[config.mk]
export PLATFORM = sky130hd
export DESIGN_NAME = serial_addsub_ctrl
export DESIGN_NICKNAME = d
export VERILOG_FILES = /design/src/rtl/serial_addsub_ctrl.sv
export SDC_FILE = /design/constraint.sdc
export NUM_CORES = 1
export LEC_CHECK = 0
export ABC_AREA = 1
export CORE_MARGIN = 2
export CORE_UTILIZATION = 55
export DETAILED_ROUTE_END_ITERATION = 16
export DONT_BUFFER_PORTS = 1
export MAX_ROUTING_LAYER = met4
export PLACE_DENSITY_LB_ADDON = 0.12
export RECOVER_POWER = 25
export SKIP_LAST_GASP = 1
export SLEW_MARGIN = 5
export SYNTH_ARGS = -nofsm -noshare
export SYNTH_HDL_FRONTEND = slang
export SYNTH_SLANG_ARGS = --single-unit
[constraint.sdc]
create_clock -name clk -period 2 [get_ports clk]
set_input_delay 0.4 -clock clk [delete_from_list [all_inputs] [get_ports clk]]
set_output_delay 0.4 -clock clk [all_outputs]
set_load 0.005 [all_outputs]
[src/rtl/serial_addsub_ctrl.sv]
// serial_addsub_ctrl
//   Bit-serial adder/subtractor. One full adder/subtractor cell processes one
//   bit pair per clock, LSB first. An operation is accepted in IDLE, runs for
//   WIDTH cycles in RUN, and reports its result with a one-cycle DONE pulse.
//
// Parameters
//   WIDTH      operand/result width in bits (1..32)
//
// Ports
//   clk        clock, all state changes on the rising edge
//   rst        synchronous active-high reset
//   start      begin an operation (only honoured in IDLE)
//   op         0 = a+b, 1 = a-b (latched with start)
//   a, b       operands (latched with start, don't-care afterwards)
//   busy       high while bits are being processed (RUN)
//   done       one-cycle pulse when result is valid
//   result     sum/difference, held until the next accepted start
//   carry_out  add: final carry, sub: final borrow (a < b unsigned)
//   overflow   signed overflow of the operation
//
// Build option
//   ADDSUB_OVERFLOW_EN  when defined, overflow is computed at the MSB and held
//                       with result; otherwise the port is tied to 0 and no
//                       overflow flop exists.

module serial_addsub_ctrl #(
  parameter int WIDTH = 8
) (
  input  logic             clk,
  input  logic             rst,
  input  logic             start,
  input  logic             op,
  input  logic [WIDTH-1:0] a,
  input  logic [WIDTH-1:0] b,
  output logic             busy,
  output logic             done,
  output logic [WIDTH-1:0] result,
  output logic             carry_out,
  output logic             overflow
);

  localparam int CW = (WIDTH > 1) ? $clog2(WIDTH) : 1;
  localparam logic [CW-1:0] LAST_BIT = CW'(WIDTH - 1);

  typedef enum logic [1:0] {
    IDLE = 2'd0,
    RUN  = 2'd1,
    DONE = 2'd2
  } state_t;

  state_t           state_r;
  state_t           next_state_s;
  logic [CW-1:0]    count_r;
  logic [WIDTH-1:0] a_r;
  logic [WIDTH-1:0] b_r;
  logic             op_r;
  logic             carry_r;
  logic [WIDTH-1:0] result_r;
  logic             carry_out_r;
  logic             busy_r;
  logic             done_r;
  logic [3:0]       cell_s;
  logic             bit_res_s;
  logic             bit_carry_s;
  logic             last_bit_s;

  // The single full adder/subtractor cell.
  // Returns {res, carry_out, sub_res, sub_carry}; sub_carry is the borrow.
  function automatic logic [3:0] addsub_cell(input logic x, input logic y, input logic cin);
    logic res;
    logic co;
    logic sres;
    logic sco;
    res  = x ^ y ^ cin;
    co   = (x & y) | (cin & (x ^ y));
    sres = x ^ y ^ cin;
    sco  = (~x & y) | (cin & ~(x ^ y));
    return {res, co, sres, sco};
  endfunction

  // Evaluate the cell on the current bit pair and pick the add or sub outputs.
  always_comb begin
    cell_s      = addsub_cell(a_r[count_r], b_r[count_r], carry_r);
    last_bit_s  = (count_r == LAST_BIT);
    bit_res_s   = cell_s[3];
    bit_carry_s = cell_s[2];
    if (op_r) begin
      bit_res_s   = cell_s[1];
      bit_carry_s = cell_s[0];
    end else begin
      bit_res_s   = cell_s[3];
      bit_carry_s = cell_s[2];
    end
  end

  // Next-state logic.
  always_comb begin
    next_state_s = state_r;
    case (state_r)
      IDLE: begin
        if (start) begin
          next_state_s = RUN;
        end else begin
          next_state_s = IDLE;
        end
      end
      RUN: begin
        if (last_bit_s) begin
          next_state_s = DONE;
        end else begin
          next_state_s = RUN;
        end
      end
      DONE:    next_state_s = IDLE;
      default: next_state_s = IDLE;
    endcase
  end

  // State register with registered busy/done decoded from the next state.
  always_ff @(posedge clk) begin
    if (rst) begin
      state_r <= IDLE;
      busy_r  <= 1'b0;
      done_r  <= 1'b0;
    end else begin
      state_r <= next_state_s;
      busy_r  <= (next_state_s == RUN);
      done_r  <= (next_state_s == DONE);
    end
  end

`ifdef ADDSUB_OVERFLOW_EN
  logic overflow_r;

  // Overflow flag: carry into the MSB differs from carry out of the MSB.
  always_ff @(posedge clk) begin
    if (rst) begin
      overflow_r <= 1'b0;
    end else if ((state_r == IDLE) && start) begin
      overflow_r <= 1'b0;
    end else if ((state_r == RUN) && last_bit_s) begin
      overflow_r <= carry_r ^ bit_carry_s;
    end
  end

  assign overflow = overflow_r;
`else
  assign overflow = 1'b0;
`endif

  // Datapath: operand latch, serial bit processing, carry and bit counter.
  always_ff @(posedge clk) begin
    if (rst) begin
      a_r         <= {WIDTH{1'b0}};
      b_r         <= {WIDTH{1'b0}};
      op_r        <= 1'b0;
      carry_r     <= 1'b0;
      count_r     <= {CW{1'b0}};
      result_r    <= {WIDTH{1'b0}};
      carry_out_r <= 1'b0;
    end else begin
      case (state_r)
        IDLE: begin
          if (start) begin
            a_r         <= a;
            b_r         <= b;
            op_r        <= op;
            carry_r     <= 1'b0;
            count_r     <= {CW{1'b0}};
            result_r    <= {WIDTH{1'b0}};
            carry_out_r <= 1'b0;
          end
        end
        RUN: begin
          result_r[count_r] <= bit_res_s;
          carry_r           <= bit_carry_s;
          if (last_bit_s) begin
            // Counter parks on the last bit rather than wrapping.
            carry_out_r <= bit_carry_s;
          end else begin
            count_r <= count_r + CW'(1);
          end
        end
        DONE: begin
          carry_r <= carry_r;
        end
        default: begin
          carry_r <= 1'b0;
        end
      endcase
    end
  end

  assign busy      = busy_r;
  assign done      = done_r;
  assign result    = result_r;
  assign carry_out = carry_out_r;

endmodule

Yosys cells after proc, flatten, opt, wreduce, memory -nomap -nowiden. Index checks and enable logic that the tools add are counted.

Logic and storage cells: 60. Bits in registers: 34.

Mux-type cells: 20. Reductions and logical operators: 8. Bitwise logic cells: 11. Magnitude comparators: 2. Equality and inequality tests: 8. Add/subtract/negate cells: 1.

Operator list (number): $pmux 8 s2 (1); $bwmux 8 (1); $mux 8 (1); $mux 1 (7); $bmux 1 s3 (2); $mux 3 (2); $ne 2x2->1 const B (3); $pmux 3 s2 (1); $reduce_and 2->1 (3); $reduce_and 3->1 (2); $and 1x1->1 (4); $eq 2x1->1 const B (2); $eq 2x2->1 const B (2); $lt 3x4->1 const B (1); $pmux 2 s2 (1); $add 3x1->3 const B (1); $demux 1 s3 (1); $eq 3x3->1 const B (1); $ge 3x1->1 const B (1); $not 1->1 (3); $pmux 1 s3 (1); $logic_not 2->1 (1); $mux 2 (1); $or 1x1->1 (2); 4 further kinds (5).

Longest topological paths before layout. Gate-level depths: netlist (run 1).

Word-level depth: 9. Depth in mapped cells: 16. Gate-level depth less buffers: 15.

Worst setup path before layout (run 1). OpenSTA, ideal clock, no wires.

Path kind: register to register. Start point: register count_r[0]. End point: register result_r[2] (netlist: result[2]). Path buffers: 1. Stages on the path, launching flop included: 14. Path slack: 206 ps. Data arrival time: 1732 ps. Clock period less this slack: 1794 ps. Setup time: 62 ps. Path through: dfxtp_1 > inv_2 > buf_6 > nand2_2 > nand2_1 > nand2_1 > nand2_1 > nand2_1 > nand2_2 > fa_1 > inv_1 > nand2_1 > nand2_1 > nor2_2.

Cells in the longest elaborated chain, start to end: 6.

RTL lines: from (decl) (line 53) `logic [CW-1:0] count_r;`; from (signal assigned) (line 158) `count_r <= {CW{1'b0}};`; from (signal assigned) (line 169) `count_r <= {CW{1'b0}};`; from (signal assigned) (line 181) `count_r <= count_r + CW'(1);`; $lt 3x4->1 (not written as such), or another cell as far along (line 175) `result_r[count_r] <= bit_res_s;`; $logic_and 1x1->1 (not written as such) or $mux 1 (tied branches) (line 175, 83); $mux 1 (not written as such) or $xor 1x1->1 (tied branches) (line 175, 74, 76); $demux 1 s3 or $xor 1x1->1 (tied branches) (line 175, 74, 76); $bwmux 8 * (line 175); $pmux 8 s2 * (line 162) `case (state_r)`; to (signal assigned) (line 159) `result_r <= {WIDTH{1'b0}};`; to (signal assigned) (line 170) `result_r <= {WIDTH{1'b0}};`; to (signal, indexed assignment) (line 175); to (decl) (line 58) `logic [WIDTH-1:0] result_r;`.

Mark *: on every way between the ends. The rest lies on a longest branch, timed or not. The select of a mux whose other input is x is not followed. A chain may end at the register's enable or synchronous reset.

Worst setup path after layout (run 1).
Start point: register count_r[0]. End point: register carry_out_r (netlist: carry_out).

Cells in the longest elaborated chain, start to end: 9.

RTL lines: $bmux 1 s3 (line 83) `cell_s = addsub_cell(a_r[count_r], b_r[count_r], carry_r);`; $mux 1 (not written as such) (line 83); $xor 1x1->1 (line 75, 77); $not 1->1 (line 77) `sco = (~x & y) | (cin & ~(x ^ y));`; $and 1x1->1 (line 77); $or 1x1->1 (line 77); $mux 1 (line 87) `if (op_r) begin`; $mux 1 (line 177) `if (last_bit_s) begin`; $pmux 1 s2 (line 162); to (signal assigned) (line 179) `carry_out_r <= bit_carry_s;`; to (decl) (line 59) `logic carry_out_r;`.

Parallel ways exist; a longest one is shown, timed or not. The select of a mux whose other input is x is not followed.

==> flow_summary.yaml, run 1 <==
place:
  dpl.hpwl_um: 2380
  placedCellCount: 265
  portBuffers: 0
  place.gp.congestion: 0.904
  dpl_cell_area_um2: 1700
  preCtsSetupSlack_ps: 86.0
synth:
  synth_compound_area_share_pct: 9.91
  post_synth.cell_area_avg_um2: 7.22
  synth_cell_type_count: 26
  syn_area_um2: 1720
  synth-simple-area-share_pct: 37.5
  ys_ff_latch: 34
  syn_inst: 238
  synth_fp_nets: 262
  synth_top_family_by_area: "simple AND/OR/NAND/NOR gates"
  synthMuxAreaShare_pct: 0
  yosys_warnings: 0
  yosysSeqAreaShare_pct: 39.6
  synth_fa_ha_area_share_pct: 3.79
  synthXorXnorAreaFrac_pct: 0
critical_path:
  path_max_fanout: 7
  crit_arrival_ps: 2080
  cp-start-kind: "flop"
  r2r_end: "carry_out"
  rr_worst_depth: 15
  r2r_start: "count_r[0]"
  required_ps: 2240
  end_kind: "flop"
  r2r_setup_slack_ps: 160
  setup.worst_path.class: "flop to flop"
status:
  status: "finished, final reports clean"
sta:
  fin_crit_sh_pct: 91.8
  max_clock_freq_mhz: 545
  setup_viol: 0
  skew_ps: 6.11
  rsz0062_at_grt: "false"
  finalWorstSetupSlack_ps: 164
  hold_ws_ps: 118
  drv_slew: 0
  finalHoldViolCount: 0
  period_needed_ps: 1840
  finalSetupTns_ps: 0
min_path:
  hold_class: "primary input to flop"
  worstHoldStart: "rst"
  holdPathEnd: "carry_r"
  holdPathStages: 1
die:
  initial_core_util_pct: 57.2
  rows: 20
  core_area_um2: 3000
  die_h_um: 59.9
  ios: 32
  dieArea_um2: 3590
  die_w_um: 59.9
detailed_routing:
  firstDrtPassIters: 4
  routed_via_density: 5.05
  drt_iter0_drc: 49
  routedWlPerCell_um: 11.5
  drc: 0
  vias: 1383
  wirelength_um: 3160
  drtAntennaViolNets: 0
clocking:
  cts_buffer_depth: 2
  cts.clk_slew.worst_paths_ps: 90
  cts_hold_buf: 0
  cts_tree: "done"
  htree_levels: 2
  clock_sinks: 34
  clkLatencyLatePin_ps: 340
  cts_buffers: 5
  clockRootBuffer: "clkbuf_4"
layout:
  syn2layout_area_growth_pct: 3.13
  layout.cells.non_filler: 274
  fill_cells: 301
  nNetsFinal: 265
  stdcell_area_um2: 1770
  drive_gt1_share_pct: 22.0
  n_antenna_cell: 0
power_and_ir_drop:
  swShare_pct: 29.1
  powerDensity_nw_per_um2: 742
  intPower_mw: 0.932
  vdd_ir_drop_max_uv: 446
  seq_power_share_pct: 56.5
  clockPowerShare_pct: 26.3
  p_switching_mw: 0.383
  power_leakage_nw: 0.793
  combPwrFrac_pct: 17.1
global_route:
  grt_pass1_vias: 1246
  grt-ovfl-total: 0
  grt_max_degree: 28
  grt_pass1_wl_um: 5280
  antenna_found_initial: 0
  grt_usage_pct: 20.5
run:
  maxCapViolations: 0
## kinds of logic (layout without fill, tap and decap cells)
logic type,count (synthesis),count (layout)
fa+ha+maj,4,4
compound gates,26,26
flops,34,34
buf+inv,25,28
other cells,1,1
simple gates,148,148
## per-stage QoR
stage	power [mW]	util [%]
floorplan	0.948	-
global placement	0.962	56.6
detailed placement	0.973	56.6
CTS	1.32	58.1
global route	1.40	59.0
finish	1.31	59.0
## power groups by stage
stage               logic, mW  clock network (mW)  registers (mW)
CTS                     0.214               0.362           0.744
floorplan               0.196                   0           0.752
detailed placement      0.213                   0           0.759
finish                  0.225               0.346           0.743
global placement        0.204                   0           0.758
global route            0.259               0.389           0.748
## flip-flops by register name, summed over array words and instances, names as in the netlist
name       cells
a_r            8
b_r            8
result         8
count_r        3
state_r        2
busy           1
carry_out      1
carry_r        1
done           1
op_r           1
## per-layer routing
metal / vias up / wire (um) / global-route usage, % / part of all wire (%)
met2: 25 / 1550 / 33.4 / 49
met1: 609 / 1410 / 23.1 / 45
met5: - / 0 / - / 0
met3: 7 / 137 / 6.71 / 4.3
li1: 742 / - / - / -
met4: 0 / 63 / 8.57 / 2.0
## cell usage after synthesis
library cell	count	area, um2
o21ai_2	6	52.6
nand3_4	1	17.5
nand3b_1	1	7.51
buf_12	1	20.0
buf_4	4	30.0
a21oi_2	4	35.0
buf_6	3	33.8
nand2_2	4	25.0
nand2_1	71	267
nand3_1	8	40.0
nor2_4	2	22.5
dfxtp_1	34	681
inv_2	6	22.5
conb_1	1	3.75
nor2_1	48	180
fa_1	2	40.0
clkinv_2	1	5.00
o211ai_1	1	7.51
buf_2	4	20.0
inv_1	6	22.5
nand3_2	1	10.0
nor2_2	12	75.1
o21ai_0	11	55.1
o21ai_1	1	5.00
ha_1	2	25.0
a21oi_1	3	15.0
## cell type report
type	instances	area (um2)	area share, %
multi-input combinational	179	888	50.1
sequential	34	684	38.6
timing repair buffer	8	60.1	3.39
inverter	13	52.6	2.97
clock buffer	7	45.0	2.54
tap	33	41.3	2.33
## worst max-delay path, stage by stage, from the launching register on
cell and delay [ps]:
dfxtp_4 380, buf_4 150, nand2_1 50, nand2_1 60
nand2_1 50, nand2_1 60, nand2_1 60, nand2_2 90
inv_2 40, fa_1 370, inv_1 60, nand2_1 50
o211ai_1 140, nand2_1 80, inv_1 60, nor2_1 30
## how the worst max path moves through the flow
stage	from	end	cells past startpoint
after floorplan	count_r[0]	result[2]	13
after global placement	count_r[0]	result[4]	12
after detailed placement	count_r[0]	result[4]	12
after CTS	count_r[0]	result[4]	12
after global routing	count_r[0]	result[5]	12
final	count_r[0]	carry_out	15
## cells in the final DEF, fill, tap and decap left out, types with 6 or more instances in the layout
master   synthesis  final
o21ai_2          6      6
nand2_1         71     70
o21ai_0         11     11
inv_1            6      6
dfxtp_1         34     33
nand3_1          8      8
buf_4            4      8
nor2_2          12     12
nor2_1          48     48
## repair_timing
item	4_1_cts	5_1_grt
setup buffers	0	2
resized for setup	0	5
endpoints found under the setup margin	0	5
Note: power is estimated with default switching activity, not from simulation.
==> run 2: changes to the inputs <==
--- a/config.mk
+++ b/config.mk
@@ -13,6 +13,7 @@
 export MAX_ROUTING_LAYER = met4
 export PLACE_DENSITY_LB_ADDON = 0.12
 export RECOVER_POWER = 25
+export REMOVE_ABC_BUFFERS = 1
 export SKIP_LAST_GASP = 1
 export SLEW_MARGIN = 5
 export SYNTH_ARGS = -nofsm -noshare
==> flow_summary.yaml, run 2 (synthesis gave the netlist of run 1 again) <==
status:
  status: "finished, final reports clean"
global_route:
  use_met1_pct: 24.8
  grt_pass1_wl_um: 5650
  grt_usage_pct: 21.7
  grt-ovfl-total: 0
  grtUsageMet2_pct: 35.9
  top_usage_layer: "met2"
  grt_max_degree: 28
  met3_usage_pct: 7.14
  grt_pass1_vias: 1353
  antenna_found_initial: 0
clocking:
  clock_sinks: 34
  cts_hold_buf: 0
  cts_buffers: 5
  cts.clk_slew.worst_paths_ps: 100
  clkLatencyLatePin_ps: 330
  htree_levels: 2
  cts_tree: "done"
  clockRootBuffer: "clkbuf_4"
  cts_buffer_depth: 2
critical_path:
  crit_arrival_ps: 2060
  r2r_start: "count_r[0]"
  r2r_end: "result[5]"
  setup.worst_path.class: "flop to flop"
  required_ps: 2280
  rr_worst_depth: 12
  r2r_setup_slack_ps: 220
  crit_path_end: "result[5]"
  path_max_fanout: 6
  cp-start-kind: "flop"
  end_kind: "flop"
  crit_start: "count_r[0]"
power_and_ir_drop:
  seq_power_share_pct: 57.0
  p_switching_mw: 0.376
  combPwrFrac_pct: 16.8
  swShare_pct: 28.8
  vdd_ir_drop_max_uv: 406
  intPower_mw: 0.928
  clockPowerShare_pct: 26.2
  power_leakage_nw: 0.788
  powerDensity_nw_per_um2: 741
detailed_routing:
  drc: 0
  drtAntennaViolNets: 0
  vias: 1368
  routedWlPerCell_um: 11.2
  drt_iter0_drc: 25
  wirelength_um: 3060
  routed_via_density: 5.01
  firstDrtPassIters: 4
layout:
  syn2layout_area_growth_pct: 2.48
  n_antenna_cell: 0
  final_cell_mix: "71 x nand2_1, 48 x nor2_1, 32 x dfxtp_1"
  drive_gt1_share_pct: 21.7
  final_common_cell: "nand2_1"
  nNetsFinal: 264
sta:
  max_clock_freq_mhz: 560
  setup_viol: 0
  fin_crit_sh_pct: 89.2
  period_needed_ps: 1780
  finalHoldViolCount: 0
  hold_ws_ps: 120
  rsz0062_at_grt: "false"
  finalSetupTns_ps: 0
  skew_ps: 7.32
  drv_slew: 0
die:
  core_area_um2: 3000
  ios: 32
  rows: 20
  dieArea_um2: 3590
  die_h_um: 59.9
  die_w_um: 59.9
  initial_core_util_pct: 57.2
min_path:
  holdPathStages: 1
  hold_class: "primary input to flop"
place:
  portBuffers: 0
  dpl.hpwl_um: 2320
  place.gp.congestion: 0.846
run:
  maxCapViolations: 0
## run 2: layout make-up
| cell class | instances | area [um2] |
|---|---|---|
| fill | 311 | 1240 |
| sequential | 34 | 686 |
| tap | 33 | 41.3 |
| inverter | 13 | 50.0 |
| clock buffer | 7 | 45.0 |
| multi-input combinational | 179 | 886 |
| timing repair buffer | 7 | 52.6 |
## run 2: timing repair
item / CTS / global route
setup endpoints to repair: 0 / 5
setup buffers: 0 / 1
resized for setup: 0 / 4
## run 2: metrics by stage
step | total power [mW] | utilization, % | setup WS [ps] | instance area (um2) | std cells
finish | 1.30 | 58.6 | 215 | 1760 | 273
global route | 1.39 | 58.6 | 1.21 | 1760 | 273
CTS | 1.31 | 58.1 | 105 | 1750 | 272
detailed placement | 0.972 | 56.6 | 130 | 1700 | 265
global placement | 0.964 | 56.6 | 189 | 1700 | 265
floorplan | 0.918 | - | 23.0 | 1610 | 226
## run 2: power groups by stage
stage	clock [mW]	combinational (mW)	sequential [mW]
global route	0.384	0.260	0.750
detailed placement	0	0.212	0.760
finish	0.342	0.219	0.744
CTS	0.349	0.213	0.744
floorplan	0	0.162	0.756
global placement	0	0.205	0.759
## run 2: worst max-delay path: stages (launching register included)
cell and delay, ps:
dfxtp_4 370, buf_4 150, nand2_1 50, nand2_1 50, nand2_1 50, nand2_1 50
nand2_1 50, nand2_1 100, fa_2 560, inv_1 70, nand2_1 70, nand2_1 60
nor2_2 120
## run 2: layer usage
layer | share of wire [%] | wire (um)
met1 | 46 | 1410
met2 | 48 | 1470
met3 | 4.7 | 143
met4 | 1.4 | 42
met5 | 0 | 0
## run 2: worst min-delay path by stage
stage,slack (ps),end,start
global placement,470,b_r[6],b_r[6]
finish,120,carry_r,rst
CTS,110,carry_r,rst
global route,100,carry_r,rst
detailed placement,470,count_r[2],rst
floorplan,460,a_r[1],a_r[1]
==> run 3: changes to the inputs <==
--- a/config.mk
+++ b/config.mk
@@ -10,6 +10,7 @@
 export CORE_UTILIZATION = 55
 export DETAILED_ROUTE_END_ITERATION = 16
 export DONT_BUFFER_PORTS = 1
+export HOLD_SLACK_MARGIN = 0.06
 export MAX_ROUTING_LAYER = met4
 export PLACE_DENSITY_LB_ADDON = 0.12
 export RECOVER_POWER = 25
==> constraint.sdc (replaced) <==
create_clock -name clk -period 2 [get_ports clk]
set_input_delay 0.3 -clock clk [delete_from_list [all_inputs] [get_ports clk]]
set_output_delay 0.3 -clock clk [all_outputs]
set_load 0.005 [all_outputs]
==> flow_summary.yaml, run 3 (synthesis gave the netlist of run 1 again) <==
status:
  status: "finished, final reports clean"
power_and_ir_drop:
  seq_power_share_pct: 56.8
  power_leakage_nw: 0.792
  clockPowerShare_pct: 26.3
  swShare_pct: 29.0
  powerDensity_nw_per_um2: 740
  intPower_mw: 0.930
  p_switching_mw: 0.380
  vdd_ir_drop_max_uv: 406
  combPwrFrac_pct: 16.9
detailed_routing:
  routedWlPerCell_um: 11.3
  drc: 0
  firstDrtPassIters: 4
  drt_iter0_drc: 49
  routed_via_density: 5.04
  vias: 1381
  wirelength_um: 3100
  drtAntennaViolNets: 0
place:
  place.gp.congestion: 0.846
  dpl_cell_area_um2: 1700
  preCtsSetupSlack_ps: 130
  portBuffers: 0
  dpl.hpwl_um: 2320
sta:
  finalSetupTns_ps: 0
  rsz0062_at_grt: "false"
  setup_viol: 0
  finalWorstSetupSlack_ps: 216
  max_clock_freq_mhz: 561
  drv_slew: 0
  period_needed_ps: 1780
  fin_crit_sh_pct: 89.2
  skew_ps: 7.05
  finalHoldViolCount: 0
critical_path:
  setup.worst_path.class: "flop to flop"
  rr_worst_depth: 12
  required_ps: 2280
  r2r_end: "result[5]"
  crit_path_end: "result[5]"
  path_buf_inv: 2
  cp-start-kind: "flop"
  end_kind: "flop"
  cp.depth: 12
  crit_chain: "buf_4 > nand2_1 > nand2_1 > nand2_1 > nand2_1 > nand2_1 > nand2_1 > fa_2 > inv_1 > nand2_1 > nand2_1 > nor2_2"
  crit_arrival_ps: 2060
  r2r_start: "count_r[0]"
  crit_start: "count_r[0]"
  critPathTopFamily: "simple AND/OR/NAND/NOR gates"
  r2r_setup_slack_ps: 220
  path_max_fanout: 6
  max_stage_delay_ps: 560
  cp_common_cell: "nand2_1"
  critPathSlowestCell: "fa_2"
clocking:
  clockRootBuffer: "clkbuf_4"
  cts_tree: "done"
  clock_sinks: 34
  cts_buffer_depth: 2
  cts.clk_slew.worst_paths_ps: 100
  htree_levels: 2
  cts_buffers: 5
  clkLatencyLatePin_ps: 330
layout:
  nNetsFinal: 265
  fill_cells: 309
  n_antenna_cell: 0
  stdcell_area_um2: 1770
  drive_gt1_share_pct: 21.6
  final_common_cell: "nand2_1"
  syn2layout_area_growth_pct: 3.06
  seq_area_um2: 686
  multi_input_area_um2: 886
  final_cell_mix: "71 x nand2_1, 48 x nor2_1, 32 x dfxtp_1"
min_path:
  hold_class: "primary input to flop"
global_route:
  grt_max_degree: 28
  grt_pass1_vias: 1364
  grt_pass1_wl_um: 5740
  antenna_found_initial: 0
  grt_usage_pct: 22.0
  grt-ovfl-total: 0
die:
  rows: 20
  initial_core_util_pct: 57.2
  ios: 32
  die_w_um: 59.9
  core_area_um2: 3000
  dieArea_um2: 3590
  die_h_um: 59.9
run:
  maxCapViolations: 0
==> run 3: what timing repair did <==
item	in CTS	in global routing
endpoints found under the setup margin	0	5
resized for setup	0	4
buffers inserted	0	1
hold buffers	1	0
endpoints found under the hold margin	7	0
==> run 3: per-stage QoR <==
stage          hold slack (ps)  instances  util (%)  power [mW]
4_1_cts                   91.0        273      58.5        1.31
3_5_place_dp               373        265      56.6       0.972
6_report                  99.5        274      59.0        1.31
3_3_place_gp               370        265      56.6       0.964
5_1_grt                   88.7        274      59.0        1.40
2_1_floorplan              369        226         -       0.918
==> run 3: worst reg2reg max path, delay by kind of cell, from the launching register on <==
| family | cells | cell delay (ps) |
|---|---|---|
| DFF | 1 | 370 |
| and+or+nand+nor | 9 | 600 |
| adders and majority gates | 1 | 560 |
| buffers and inverters | 2 | 220 |
==> run 3: power by group through the flow <==
stage	Combinational, mW	Clock [mW]	Sequential, mW
5_1_grt	0.264	0.384	0.750
3_3_place_gp	0.205	0	0.759
6_report	0.222	0.344	0.744
3_5_place_dp	0.212	0	0.760
2_1_floorplan	0.162	0	0.756
4_1_cts	0.217	0.349	0.744
==> run 3: area by class of cell <==
class                           instances  share of cell area (%)
Multi-Input combinational cell        179                    50.0
Clock buffer                            7                    2.54
Timing Repair Buffer                    8                    3.53
Tap cell                               33                    2.33
Sequential cell                        34                    38.7
Inverter                               13                    2.83
==> run 3: metal layers <==
metal	track usage [%]	share of wire [%]	vias to the layer above
li1	-	-	734
met3	7.14	4.9	6
met4	6.67	1.4	0
met1	25.2	46	616
met2	36.5	47	25
met5	-	0	-
==> run 3: worst min-delay path by stage <==
stage	from	endpoint	depth (start not counted)
CTS	b[7]	b_r[7]	2
finish	b[7]	b_r[7]	2
detailed placement	rst	count_r[2]	1
global placement	rst	carry_r	1
global route	b[7]	b_r[7]	2
floorplan	rst	carry_r	1
